==> src/rtl/uart_pkg.sv <==
// Shared types and register layout for the memory-mapped UART receiver.
package uart_pkg;

  typedef enum logic [1:0] {
    ST_IDLE,
    ST_START,
    ST_DATA,
    ST_STOP
  } rx_state_e;

  localparam logic [31:0] RXDATA_OFS = 32'd0;
  localparam logic [31:0] STATUS_OFS = 32'd4;

  localparam int STAT_NE      = 0;
  localparam int STAT_OVR     = 1;
  localparam int STAT_FERR    = 2;
  localparam int STAT_IRQ_EN  = 3;
  localparam int STAT_CNT_LSB = 4;

  function automatic logic [3:0] sat_count(input logic [31:0] n);
    return (n > 32'd15) ? 4'hF : n[3:0];
  endfunction

endpackage

==> src/rtl/sync_fifo.sv <==
// Single-clock FIFO with wrap-bit pointers; the head entry is visible combinationally.
module sync_fifo #(
  parameter int WIDTH = 8,
  parameter int DEPTH = 4,
  localparam int AW   = $clog2(DEPTH)
) (
  input  logic             clk,
  input  logic             reset,
  input  logic             push,
  input  logic [WIDTH-1:0] push_data,
  input  logic             pop,
  output logic [WIDTH-1:0] head,
  output logic             full,
  output logic             empty,
  output logic [AW:0]      count
);

  logic [WIDTH-1:0] mem_q [DEPTH];
  logic [AW:0]      wptr_q, wptr_d;
  logic [AW:0]      rptr_q, rptr_d;
  logic             wr_en, rd_en;

  assign empty = (wptr_q == rptr_q);
  assign full  = (wptr_q[AW] != rptr_q[AW]) && (wptr_q[AW-1:0] == rptr_q[AW-1:0]);
  assign count = wptr_q - rptr_q;
  assign head  = mem_q[rptr_q[AW-1:0]];

  // A pop in the same cycle frees the slot, so a push into a full FIFO still lands.
  assign rd_en = pop && !empty;
  assign wr_en = push && (!full || pop);

  always_comb begin
    wptr_d = wptr_q;
    rptr_d = rptr_q;
    if (wr_en) wptr_d = wptr_q + 1'b1;
    if (rd_en) rptr_d = rptr_q + 1'b1;
  end

  always_ff @(posedge clk or posedge reset) begin
    if (reset) begin
      wptr_q <= '0;
      rptr_q <= '0;
    end else begin
      wptr_q <= wptr_d;
      rptr_q <= rptr_d;
    end
  end

  // NOTE: storage is left unreset; the pointers alone define which entries are valid.
  always_ff @(posedge clk) begin
    if (wr_en) mem_q[wptr_q[AW-1:0]] <= push_data;
  end

endmodule

==> src/rtl/uart_rx_mmio.sv <==
// 8N1 UART receiver with 16x oversampling, receive FIFO and RXDATA/STATUS bus registers.
module uart_rx_mmio
  import uart_pkg::*;
#(
  parameter logic [31:0] BASE_ADDR  = 32'h40000018,
  parameter int          CLK_DIV    = 162,
  parameter int          FIFO_DEPTH = 4
) (
  input  logic        clk,
  input  logic        reset,
  input  logic        rd,
  input  logic        wr,
  input  logic [31:0] addr,
  input  logic [31:0] wdata,
  output logic [31:0] rdata,
  input  logic        uart_rx,
  output logic        irq
);

  localparam int DIV_W = (CLK_DIV > 1) ? $clog2(CLK_DIV) : 1;
  localparam int CW    = $clog2(FIFO_DEPTH) + 1;

  logic [1:0]       sync_q, sync_d;
  logic [DIV_W-1:0] div_q, div_d;
  rx_state_e        state_q, state_d;
  logic [3:0]       tcnt_q, tcnt_d;
  logic [2:0]       idx_q, idx_d;
  logic [7:0]       shift_q, shift_d;
  logic             armed_q, armed_d;
  logic             ovr_q, ovr_d;
  logic             ferr_q, ferr_d;
  logic             irq_en_q, irq_en_d;
  logic             irq_q, irq_d;

  logic             rx_s, tick, push, ferr_set, ovr_set, pop;
  logic             hit_data, hit_stat;
  logic [7:0]       fifo_head;
  logic             fifo_full, fifo_empty;
  logic [CW-1:0]    fifo_count;
  logic [31:0]      status_word;
  logic             unused_wdata;

  assign rx_s         = sync_q[1];
  assign tick         = (div_q == DIV_W'(CLK_DIV - 1));
  assign hit_data     = (addr == BASE_ADDR + RXDATA_OFS);
  assign hit_stat     = (addr == BASE_ADDR + STATUS_OFS);
  assign pop          = rd && hit_data && !fifo_empty;
  assign ovr_set      = push && fifo_full && !pop;
  assign irq          = irq_q;
  assign unused_wdata = ^{wdata[31:4], wdata[0]};

  sync_fifo #(.WIDTH(8), .DEPTH(FIFO_DEPTH)) u_fifo (
    .clk       (clk),
    .reset     (reset),
    .push      (push),
    .push_data (shift_q),
    .pop       (pop),
    .head      (fifo_head),
    .full      (fifo_full),
    .empty     (fifo_empty),
    .count     (fifo_count)
  );

  // Receive FSM; IDLE re-arms only after seeing the line high, so a held break yields one frame.
  always_comb begin
    sync_d   = {sync_q[0], uart_rx};
    div_d    = tick ? '0 : div_q + 1'b1;
    state_d  = state_q;
    tcnt_d   = tcnt_q;
    idx_d    = idx_q;
    shift_d  = shift_q;
    armed_d  = 1'b0;
    push     = 1'b0;
    ferr_set = 1'b0;
    case (state_q)
      ST_IDLE: begin
        armed_d = rx_s;
        if (armed_q && !rx_s) begin
          state_d = ST_START;
          tcnt_d  = '0;
        end
      end
      ST_START: if (tick) begin
        if (tcnt_q == 4'd7) begin
          tcnt_d  = '0;
          idx_d   = '0;
          state_d = rx_s ? ST_IDLE : ST_DATA;
        end else tcnt_d = tcnt_q + 1'b1;
      end
      ST_DATA: if (tick) begin
        if (tcnt_q == 4'd15) begin
          shift_d[idx_q] = rx_s;
          tcnt_d         = '0;
          idx_d          = idx_q + 1'b1;
          if (idx_q == 3'd7) state_d = ST_STOP;
        end else tcnt_d = tcnt_q + 1'b1;
      end
      ST_STOP: if (tick) begin
        if (tcnt_q == 4'd15) begin
          push     = rx_s;
          ferr_set = !rx_s;
          state_d  = ST_IDLE;
        end else tcnt_d = tcnt_q + 1'b1;
      end
      default: state_d = ST_IDLE;
    endcase
  end

  // Sticky flags: a set event in the same cycle as a write-one-to-clear takes priority.
  always_comb begin
    ovr_d    = ovr_q;
    ferr_d   = ferr_q;
    irq_en_d = irq_en_q;
    if (wr && hit_stat) begin
      irq_en_d = wdata[STAT_IRQ_EN];
      if (wdata[STAT_OVR])  ovr_d  = 1'b0;
      if (wdata[STAT_FERR]) ferr_d = 1'b0;
    end
    if (ovr_set)  ovr_d  = 1'b1;
    if (ferr_set) ferr_d = 1'b1;
    irq_d = irq_en_q && !fifo_empty;
  end

  always_comb begin
    status_word                         = '0;
    status_word[STAT_NE]                = !fifo_empty;
    status_word[STAT_OVR]               = ovr_q;
    status_word[STAT_FERR]              = ferr_q;
    status_word[STAT_IRQ_EN]            = irq_en_q;
    status_word[STAT_CNT_LSB +: 4]      = sat_count(32'(fifo_count));
    rdata = '0;
    if (rd && hit_data && !fifo_empty) rdata = {24'd0, fifo_head};
    else if (rd && hit_stat)           rdata = status_word;
  end

  // NOTE: every flop here updates with <= so all of them see the same pre-edge values.
  always_ff @(posedge clk or posedge reset) begin
    if (reset) begin
      sync_q   <= 2'b11;
      div_q    <= '0;
      state_q  <= ST_IDLE;
      tcnt_q   <= '0;
      idx_q    <= '0;
      shift_q  <= '0;
      armed_q  <= 1'b0;
      ovr_q    <= 1'b0;
      ferr_q   <= 1'b0;
      irq_en_q <= 1'b0;
      irq_q    <= 1'b0;
    end else begin
      sync_q   <= sync_d;
      div_q    <= div_d;
      state_q  <= state_d;
      tcnt_q   <= tcnt_d;
      idx_q    <= idx_d;
      shift_q  <= shift_d;
      armed_q  <= armed_d;
      ovr_q    <= ovr_d;
      ferr_q   <= ferr_d;
      irq_en_q <= irq_en_d;
      irq_q    <= irq_d;
    end
  end

endmodule

==> config.mk <==
export PLATFORM = sky130hd
export DESIGN_NAME = uart_rx_mmio
export DESIGN_NICKNAME = d
export VERILOG_FILES = /design/src/rtl/uart_pkg.sv /design/src/rtl/sync_fifo.sv /design/src/rtl/uart_rx_mmio.sv
export SDC_FILE = /design/constraint.sdc
export NUM_CORES = 1
export LEC_CHECK = 0
export CAP_MARGIN = 20
export CORE_MARGIN = 5
export CORE_UTILIZATION = 51
export DETAILED_ROUTE_END_ITERATION = 8
export PLACE_DENSITY = 0.82
export SLEW_MARGIN = 10
export SYNTH_ARGS = -nofsm -noshare
export SYNTH_HDL_FRONTEND = slang
export SYNTH_SLANG_ARGS = --single-unit
==> constraint.sdc <==
create_clock -name clk -period 5.1 [get_ports clk]
set_clock_uncertainty 0.1 [all_clocks]
set_input_delay 0.51 -clock clk [delete_from_list [all_inputs] [get_ports clk]]
set_output_delay 0.51 -clock clk [all_outputs]
set_load 0.01 [all_outputs]
# Yosys cells after proc, flatten, opt, wreduce, memory -nomap -nowiden
# Memory sizes are Yosys's and may differ from the RTL's.
# Index checks and enable logic that the tools add are counted.
dict set report classes {
  add_sub_neg 6
  eq_ne 21
  n_reduce_logical 29
  order_cmp 2
  muxes 44
}
# operator n
set ops {}
lappend ops {{$eq 32x31->1 const B} 2}
lappend ops {{$mux 4} 7}
lappend ops {{$mux 2} 9}
lappend ops {{$ne 2x2->1 const B} 9}
lappend ops {{$mux 1} 16}
lappend ops {{$mux 8} 2}
lappend ops {{$pmux 4 s4} 1}
lappend ops {{$logic_and 1x1->1} 12}
lappend ops {{$mux 3} 4}
lappend ops {{$reduce_and 5->1} 2}
lappend ops {{$reduce_bool 2->1} 5}
lappend ops {{$add 3x1->3 const B} 3}
lappend ops {{$add 8x1->8 const B} 1}
lappend ops {{$bwmux 8} 1}
lappend ops {{$eq 8x8->1 const B} 1}
lappend ops {{$pmux 2 s4} 1}
lappend ops {{$reduce_and 8->1} 1}
lappend ops {{$mux 7} 1}
lappend ops {{$pmux 3 s2} 1}
lappend ops {{$add 4x1->4 const B} 1}
lappend ops {{$eq 2x2->1 const B} 2}
lappend ops {{$eq 4x3->1 const B} 1}
lappend ops {{$eq 4x4->1 const B} 1}
lappend ops {{$logic_not 1->1} 4}
lappend ops {{13 further kinds} 14}
dict set report totals {
  ram_bits 32
  out_inout_bits 33
  memories 1
  wordCells 116
  register_bits 38
}
# memory words word_bits read_ports rd_clocked_by_memory_dff wr line
set mem_list {}
lappend mem_list {u_fifo.mem_q 4 8 1 0 1 sync_fifo.sv:18} ;# logic [WIDTH-1:0] mem_q [DEPTH];

# Depth between registers and ports, before layout
# Gate-level depths: netlist of the first run.
dict set report logic_depth {
  word_depth 8
  mapped_depth 10
  mapped_depth_nobuf 7
}

# By module
# Synthesis of the first run repeated with hierarchy kept, for this count alone.
dict set report hier_totals {
  cells_unflattened 288
  hier_area_um2 3768.6
}
# module area_per_inst_um2 cells_per_inst seq_area_each_um2 n_inst
set by_module_without_submodules {}
lappend by_module_without_submodules {uart_rx_mmio 2148.3 200 803.3 1}
lappend by_module_without_submodules {sync_fifo 1620.3 88 1111.1 1}

# Worst setup path after synthesis of the first run
# OpenSTA, ideal clock, no wires.
dict set report synth_path {
  path_kind {register to output}
  from {register u_fifo.rptr_q[1]}
  to {output rdata[6]}
  arrival_ps 2227
  stages_incl_launch_ff 10
  slack_ps 2263
  n_path_buf 3
  path_cell_list {dfrtp_1 clkbuf_1 inv_1 ha_1 nand2_1 nor2_1 or4_1 buf_6 buf_2 o22ai_1}
}
dict set report synth_via {
  elab_chain_len 4
}
# element line
set synth_lines {}
lappend synth_lines {{start: declaration} sync_fifo.sv:20} ;# logic [AW:0] rptr_q, rptr_d;
lappend synth_lines {{start signal: assignment} sync_fifo.sv:45} ;# rptr_q <= rptr_d;
lappend synth_lines {{parallel branches: the longest is 3 deep, another holds $sub 3x3->3} -}
lappend synth_lines {{$mux 8 (*)} uart_rx_mmio.sv:132} ;# if (rd && hit_data && !fifo_empty) rdata = {24'd0, fifo_head};
lappend synth_lines {{end: declaration} uart_rx_mmio.sv:15} ;# output logic [31:0] rdata,
# Mark *: on every way between the ends.

# Final worst setup path of the first run
dict set report layout_path {
  from {register u_fifo.rptr_q[0]}
  to {output rdata[3]}
}
dict set report layout_via {
  elab_chain_len 4
}
# element line
set layout_lines {}
lappend layout_lines {{$eq 3x3->1} sync_fifo.sv:23} ;# assign empty = (wptr_q == rptr_q);
lappend layout_lines {{$logic_not 1->1} uart_rx_mmio.sv:132}
lappend layout_lines {{$logic_and 1x1->1} uart_rx_mmio.sv:132}
lappend layout_lines {{$mux 8 (*)} uart_rx_mmio.sv:132}
# Every way passes the cells marked *; elsewhere a longest branch is shown, timed or not.

==> impl_results.md, run 1 <==
* Met1 GRT Util at 18.9%
* Commonest non-fill, non-tap cell in the layout: clkdlybuf4s50_1
* Clk pwr share at 37.5%
* # diodes at 0
* Synth Flop Type: dfrtp_1
* Net Sw Power at 235 uW
* Worst-Skew Late Latency at 0.34 ns
* Crit path max fanout at 14
* Setup crit end kind: output pin
* DRC errors left at 0
* GR Util met2 at 29.2%
* Wirelength per Cell at 15.3 um
* Top post-synthesis cells by area: edfxtp_1 27%, dfrtp_1 26%, buf_4 5.2%, mux4_2 5.2%, ha_1 4.3%
* Nets at 416
* Die area at 8610 um2
* Register area share after synthesis at 54.8%
* Count of final hold-check violations at 0
* I/O Pins at 102
* Most frequent cells in the layout: 48 x clkdlybuf4s50_1, 36 x dfrtp_1, 32 x edfxtp_1, 24 x conb_1, 22 x nand2_1
* Placer congestion estimate at 0.847
* Maxcap violations at 0
* Unique cell type count in the Yosys netlist at 48
* RR Endpoint: u_fifo.mem_q[2][2]
* Worst R2R Path Depth at 6
* Post-route ant nets at 0
* GRT overflow at 0
* Sw Ratio at 21.6%
* Initial antenna violation count at 0
* Via count at 2,183
* TritonCTS Buffers at 9
* Post-synth EDFFs at 32
* First-pass GRT wire length at 11,100 um
* Critical path class: reg -> out
* Reg-to-reg slack, setup at 1.83 ns
* Number of port buffers at 48
* Hold Crit Class: reg -> reg
* Final Slew Violations at 0
* Worst setup path start: u_fifo.rptr_q[0]
* Row count at 30
* Setup Fix Bufs, Post-CTS at 0
* CTS tree: done
* DRT Pass-1 Iters at 4
* Post-synth top area cell: edfxtp_1
* Final Critical Period at 3.87 ns
* All-Layer GR Usage at 16.6%
* Slew @ Worst Pin at 0.727 ns
* Root Driver: clkbuf_8
* Unrepaired setup endpoints after global routing: no
* Peak Freq at 258 MHz
* Mean cell area of the mapped netlist at 12.2 um2
* Status: completed
* Crit path arrival time at 3.26 ns
* Syn. warnings at 0
* Comb power frac at 6.8%
* Vias in the first global route at 2,342
* Clock Pin Slew Worst Setup and Hold Paths at 0.07 ns
* DP Wirelength at 4720 um
* CP endpoint: rdata[3]
* Setup TNS at 0 ns
* CTS HTree Levels at 3
* Required time worst endpoint at 4.49 ns
* Core Footprint at 6720 um2
* PwrDens at 265 nW/um2
* Rel. slew slack at 51.1%
* Clock buffer depth at 2
* Post-route clock period utilization at 75.9%
* Resized Gates After CTS at 0
* Gate Count Post-Synth at 286
* GR peak layer: met2
* Post-Syn Area at 3500 um2
* R2R Path Start: u_fifo.rptr_q[0]
* Flop pwr share at 55.7%
* Peak supply drop at 0.131 mV
* P&R area growth vs syn at 17.8%
* Vias/cell at 5.22
* Die span in y at 92.8 um
* WL final at 6400 um
* Hold slack at 0.256 ns
* Post-CTS Hold Fix Bufs at 0
* Async SR Flop Fraction at 54.3%
* Power Internal at 855 uW
* # clock sinks at 70
* Leak pwr at 0.00164 uW
* Starting Density at 52.0%
* Fraction of layout cells with a size suffix above 1 at 12.7%
* Largest net degree at the start of global routing at 39
* Die width at 92.8 um
* Power Total at 1090 uW
* CP Launch Type: register
* Synth Register Bits at 70
* GR Util met3 at 6.26%
* Final setup fails at 0
* DR iter-0 viols at 126
* Yosys top cell area share at 27.5%
## cells by family (layout without fill, tap and decap cells)
| logic type | count (synthesis) | count (layout) | share of synthesized area [%] |
|---|---|---|---|
| compound gates | 32 | 32 | 6.23 |
| xor+xnor | 12 | 12 | 3.01 |
| fa+ha+maj | 13 | 13 | 4.87 |
| buf+inv | 56 | 85 | 8.91 |
| flops | 70 | 70 | 54.8 |
| mux | 19 | 19 | 8.66 |
| other cells | 1 | 24 | 0.107 |
| simple gates | 83 | 83 | 13.5 |
## how the worst min path moves through the flow
stage / slack [ns] / startpoint / endpoint / cells after the start
final: 0.26 / sync_q[0] / sync_q[1] / 0
after floorplan: 0.25 / sync_q[0] / sync_q[1] / 0
after CTS: 0.26 / sync_q[0] / sync_q[1] / 0
after detailed placement: 0.25 / sync_q[0] / sync_q[1] / 0
after global routing: 0.26 / sync_q[0] / sync_q[1] / 0
after global placement: 0.25 / sync_q[0] / sync_q[1] / 0
## registers in the layout, summed over array words and instances (netlist names), 2 cells and up, named ones only
name	cells
div_q	8
idx_q	3
shift_q	8
sync_q	2
tcnt_q	4
u_fifo.mem_q	32
u_fifo.rptr_q	3
u_fifo.wptr_q	3
## cell type report
| class | count | area (um2) |
|---|---|---|
| Fill cell | 529 | 2600 |
| Sequential cell | 70 | 1910 |
| Multi-Input combinational cell | 183 | 1360 |
| Timing Repair Buffer | 49 | 488 |
| Clock buffer | 10 | 128 |
| Tap cell | 80 | 100 |
| Inverter | 21 | 78.8 |
| Clock inverter | 5 | 51.3 |
## power groups by stage
stage               clock network (uW)  registers (uW)  logic, uW
global placement                     0             617       72.6
global route                       455             608       85.2
CTS                                418             607       74.8
floorplan                            0             613       53.2
finish                             409             607       74.7
detailed placement                   0             618       74.4
## Yosys cell counts, types with 2 or more instances
cell type	count
o21ai_0	11
clkbuf_1	7
and4_1	2
nor2_1	12
nand3_1	7
inv_1	21
nor4b_2	3
mux2_2	9
nor2b_1	3
nand2b_1	2
o31ai_1	2
a21oi_1	5
nand3b_1	3
nor3_1	5
nand2_1	22
edfxtp_1	32
xnor2_1	6
dfrtp_1	36
nor3b_1	2
nor4_1	4
mux4_2	8
ha_1	12
dfstp_2	2
buf_4	24
or2_2	3
and3_1	3
o22ai_1	7
and2_1	3
buf_2	3
xor2_1	6
nand4_1	4
## layer usage
layer / vias up / routed length, um
li1: 1055 / -
met1: 1068 / 2550
met2: 53 / 3460
met3: 7 / 315
met4: 0 / 68
met5: - / 0
## worst max-delay path, cell delays in order, from the launching register on
cell and delay [ns]:
dfrtp_1 0.74, ha_1 0.36, nand2_1 0.10, nor2_1 0.07, or4_1 0.80, o22ai_1 0.27
clkdlybuf4s50_1 0.58
## per-stage QoR
step / cell area, um2 / cells / setup WS (ns) / util [%]
after global routing: 4120 / 418 / 0.974 / 61.3
after global placement: 3940 / 403 / 1.32 / 58.6
final: 4120 / 418 / 1.23 / 61.3
after detailed placement: 3940 / 403 / 1.32 / 58.6
after floorplan: 3580 / 309 / 2.26 / -
after CTS: 4120 / 418 / 1.16 / 61.3
No activity file was read; power rests on OpenSTA's default activity.
==> run 2, diff against run 1 <==
Settings changed: CORE_UTILIZATION 51 to 48, PLACE_DENSITY 0.82 to 0.78.
Clock period 5.1 ns to 4 ns, I/O delays scaled along.
==> impl_results.md, run 2 (synthesis results as in run 1) <==
* Fraction of layout cells with a size suffix above 1 at 13.8%
* Post-CTS Hold Fix Bufs at 0
* Final Slew Violations at 0
* Most frequent cells in the layout: 48 x clkdlybuf4s50_1, 36 x dfrtp_1, 32 x edfxtp_1, 24 x conb_1, 22 x nand2_1
* Critical path class: reg -> out
* Max reg flops at 32
* Clock buffer depth at 2
* CTS HTree Levels at 3
* Hold Crit Class: in -> async
* Register area at 1910 um2
* GRT overflow at 0
* Crit path arrival time at 3.02 ns
* Non-filler cells, final at 440
* Setup TNS at 0 ns
* Slowest library cell on the worst path: or4_1
* DR iter-0 viols at 71
* Number of port buffers at 48
* Util after Layout at 58.7%
* Peak Freq at 284 MHz
* Post-route ant nets at 0
* Fillers at 571
* Root Driver: clkbuf_8
* Via count at 2,224
* Crit path max fanout at 14
* # diodes at 0
* Peak supply drop at 0.212 mV
* Die width at 95.3 um
* Maxcap violations at 0
* # clock sinks at 70
* Row count at 31
* DP Wirelength at 5070 um
* Worst Slack Setup Final at 0.482 ns
* CTS tree: done
* Die span in y at 95.3 um
* Placed instance count at 424
* Resized Gates After CTS at 0
* Vias in the first global route at 2,350
* Wirelength per Cell at 15.7 um
* Clock Pin Slew Worst Setup and Hold Paths at 0.08 ns
* TritonCTS Buffers at 9
* I/O Pins at 102
* Unrepaired setup endpoints after global routing: no
* CP Cell Sequence: inv_1, ha_1, nand2_1, nor2_1, or4_1, o22ai_1, clkdlybuf4s50_1
* Initial antenna violation count at 0
* Leak pwr at 0.00167 uW
* Post-Place Worst Slack at 0.482 ns
* DRT Pass-1 Iters at 4
* P&R area growth vs syn at 20.5%
* Slew @ Worst Pin at 0.687 ns
* Commonest non-fill, non-tap cell in the layout: clkdlybuf4s50_1
* Status: completed
* Rel. slew slack at 53.8%
* Largest net degree at the start of global routing at 32
* WL final at 6890 um
* Placer congestion estimate at 0.745
* Final Critical Period at 3.52 ns
* Final setup fails at 0
* Count of final hold-check violations at 0
* PwrDens at 369 nW/um2
* Setup Fix Bufs, Post-CTS at 0
* Die area at 9090 um2
* First-pass GRT wire length at 11,200 um
* Starting Density at 48.7%
* Worst-Skew Late Latency at 0.35 ns
* DRC errors left at 0
* Power Total at 1550 uW
* Required time worst endpoint at 3.50 ns
* Core Footprint at 7180 um2
* Nets at 418
* All-Layer GR Usage at 16.4%
* Setup crit end kind: output pin
* Worst stage delay on the critical path at 0.81 ns
* Multi-input logic area at 1360 um2
* CP Launch Type: register
* Vias/cell at 5.05
* Post-route clock period utilization at 87.9%
* Worst R2R Path Depth at 7
-- run 2: cell types whose count changed in the layout (fill, tap and decap cells not counted) --
cell        delta
bufinv_16      +2
clkinv_2       -1
buf_4          +2
clkinv_1       -1
clkinvlp_4     +1
-- run 2: worst max-delay path: cells and delay by family (launching register included) --
family                   cells  cell delay, ns
AND/OR/NAND/NOR              3            1.00
buffers and inverters        2            0.71
flip-flops                   1            0.41
adder cells (fa/ha/maj)      1            0.28
AO/OA/AOI/OAI                1            0.28
-- run 2: cell type report --
cell class,count,area share (%)
timing repair buffer,51,11.9
inverter,21,1.87
clock buffer,10,3.03
multi-input combinational,183,32.2
tap,99,2.94
sequential,70,45.4
clock inverter,6,2.61
-- run 2: routing by layer --
layer	GRT usage (%)	wire, um	up-vias
met2	29.3	3700	53
met5	0	0	-
met3	4.10	312	10
met1	18.8	2780	1096
li1	-	-	1065
met4	6.01	98	0
-- run 2: path summary, 6_finish.rpt --
| kind | startpoint | to | slack (ns) |
|---|---|---|---|
| min reg2reg | sync_q[0] | sync_q[1] | 0.26 |
| max | u_fifo.wptr_q[0] | rdata[6] | 0.48 |
| min in group clk | sync_q[0] | sync_q[1] | 0.26 |
| max in group asynchronous | reset | sync_q[1] | 2.80 |
| max reg2reg | u_fifo.wptr_q[0] | u_fifo.mem_q[0][2] | 0.95 |
| min | reset | irq | 0.22 |
-- run 2: where the power goes --
group,internal (uW),switching [uW],leakage [uW]
Sequential,760,14.4,0.000816
Clock,413,268,0.000112
Combinational,50.6,47.2,0.000746
Total,1220,329,0.00167
-- run 2: per-stage QoR --
step	area, um2	hold slack, ns
finish	4210	0.222
global route	4210	0.232
CTS	4210	0.221
detailed placement	3980	0.252
global placement	3980	0.246
floorplan	3580	0.245
==> run 3, diff against run 2 <==
Settings changed: CAP_MARGIN 20 to not set, RECOVER_POWER set to 25.
==> impl_results.md, run 3 (synthesis results as in run 1) <==
* Max reg flops at 32
* Die width at 95.3 um
* GR Util met3 at 4.10%
* Status: completed
* Clock Pin Slew Worst Setup and Hold Paths at 0.08 ns
* Power Internal at 1220 uW
* Setup TNS at 0 ns
* Worst-Skew Late Latency at 0.35 ns
* Die area at 9090 um2
* DP Wirelength at 5070 um
* Placer congestion estimate at 0.745
* Critical path class: reg -> out
* DR iter-0 viols at 71
* Comb power frac at 6.3%
* Setup Fix Bufs, Post-CTS at 0
* Starting Density at 48.7%
* Clock buffer depth at 2
* Peak Freq at 284 MHz
* Peak supply drop at 0.212 mV
* Fraction of layout cells with a size suffix above 1 at 13.8%
* Rel. slew slack at 53.8%
* GR Util met2 at 29.3%
* All-Layer GR Usage at 16.4%
* GR peak layer: met2
* Crit path max fanout at 14
* Most frequent cells in the layout: 46 x clkdlybuf4s50_1, 36 x dfrtp_1, 32 x edfxtp_1, 24 x conb_1, 22 x nand2_1
* Post-route ant nets at 0
* Largest net degree at the start of global routing at 32
* CP Launch Type: register
* Bufs and invs on worst path at 2
* DRT Pass-1 Iters at 4
* Unrepaired setup endpoints after global routing: no
* GRT overflow at 0
* TritonCTS Buffers at 9
* Final Critical Period at 3.52 ns
* Met1 GRT Util at 18.8%
* Setup crit end kind: output pin
* Worst path top cell family by delay: simple AND/OR/NAND/NOR gates
* # diodes at 0
* Number of port buffers at 48
* Leak pwr at 0.00167 uW
* Final Slew Violations at 0
* Via count at 2,224
* PwrDens at 368 nW/um2
* Required time worst endpoint at 3.50 ns
* Row count at 31
* Min-delay src: sync_q[0]
* CP Cell Sequence: inv_1, ha_1, nand2_1, nor2_1, or4_1, o22ai_1, clkdlybuf4s50_1
* First-pass GRT wire length at 11,200 um
* Slew @ Worst Pin at 0.687 ns
* Clk pwr share at 43.9%
* Slowest library cell on the worst path: or4_1
* Final setup fails at 0
* Core Footprint at 7180 um2
* Count of final hold-check violations at 0
* I/O Pins at 102
* Vias in the first global route at 2,350
* Post-CTS Hold Fix Bufs at 0
* # clock sinks at 70
* DRC errors left at 0
* Post-route clock period utilization at 87.9%
* Post-Place Worst Slack at 0.482 ns
* Worst Slack Setup Final at 0.483 ns
* Worst setup path start: u_fifo.wptr_q[0]
* Hold Crit Class: reg -> reg
* Die span in y at 95.3 um
* Resized Gates After CTS at 0
* Vias/cell at 5.05
* R2R Path Start: u_fifo.wptr_q[0]
* Sw Ratio at 21.2%
* Wirelength per Cell at 15.7 um
* P&R area growth vs syn at 20.5%
* Nets at 418
* Initial antenna violation count at 0
* Power Total at 1550 uW
* Crit path arrival time at 3.02 ns
* Root Driver: clkbuf_8
* Commonest non-fill, non-tap cell in the layout: clkdlybuf4s50_1
* CTS tree: done
* Net Sw Power at 329 uW
* Flop pwr share at 49.9%
* WL final at 6890 um
* CTS HTree Levels at 3
* Worst stage delay on the critical path at 0.81 ns
* Maxcap violations at 0
==> run 3: changes by cell type in the layout (fill, tap and decap cells not counted) <==
cell,change
dlygate4sd3_1,+2
clkdlybuf4s50_1,-2
==> run 3: final timing paths <==
check / slack, ns / cells after the start / endpoint
max in group asynchronous: 2.66 / 3 / sync_q[1]
min in group asynchronous: 0.36 / 2 / irq
setup / recovery: 0.48 / 7 / rdata[6]
hold / removal: 0.26 / 0 / sync_q[1]
setup reg to reg: 0.95 / 7 / u_fifo.mem_q[0][2]
hold reg to reg: 0.26 / 0 / sync_q[1]
==> run 3: power groups by stage <==
| stage | clock, uW | combinational (uW) | sequential [uW] |
|---|---|---|---|
| after global routing | 733 | 113 | 775 |
| final | 681 | 97.5 | 774 |
| after detailed placement | 0 | 97.2 | 789 |
| after CTS | 696 | 97.7 | 773 |
| after floorplan | 0 | 67.8 | 781 |
| after global placement | 0 | 92.8 | 788 |
==> run 3: layout make-up <==
type                            count  area (um2)
Clock buffer                       10         128
Clock inverter                      6         110
Fill cell                         571        2960
Inverter                           21        78.8
Multi-Input combinational cell    183        1360
Sequential cell                    70        1910
Tap cell                           99         124
Timing Repair Buffer               51         503
==> run 3: routing by layer <==
metal	part of all wire (%)	vias up
li1	-	1065
met1	40	1096
met2	54	53
met3	4.5	10
met4	1.4	0
met5	0	-
==> run 3: per-stage QoR <==
stage	cells	util, %	instance area (um2)	hold WS [ns]
floorplan	309	-	3580	0.245
global placement	424	55.4	3980	0.246
detailed placement	424	55.4	3980	0.252
CTS	440	58.7	4210	0.221
global route	440	58.7	4210	0.269
finish	440	58.7	4210	0.261
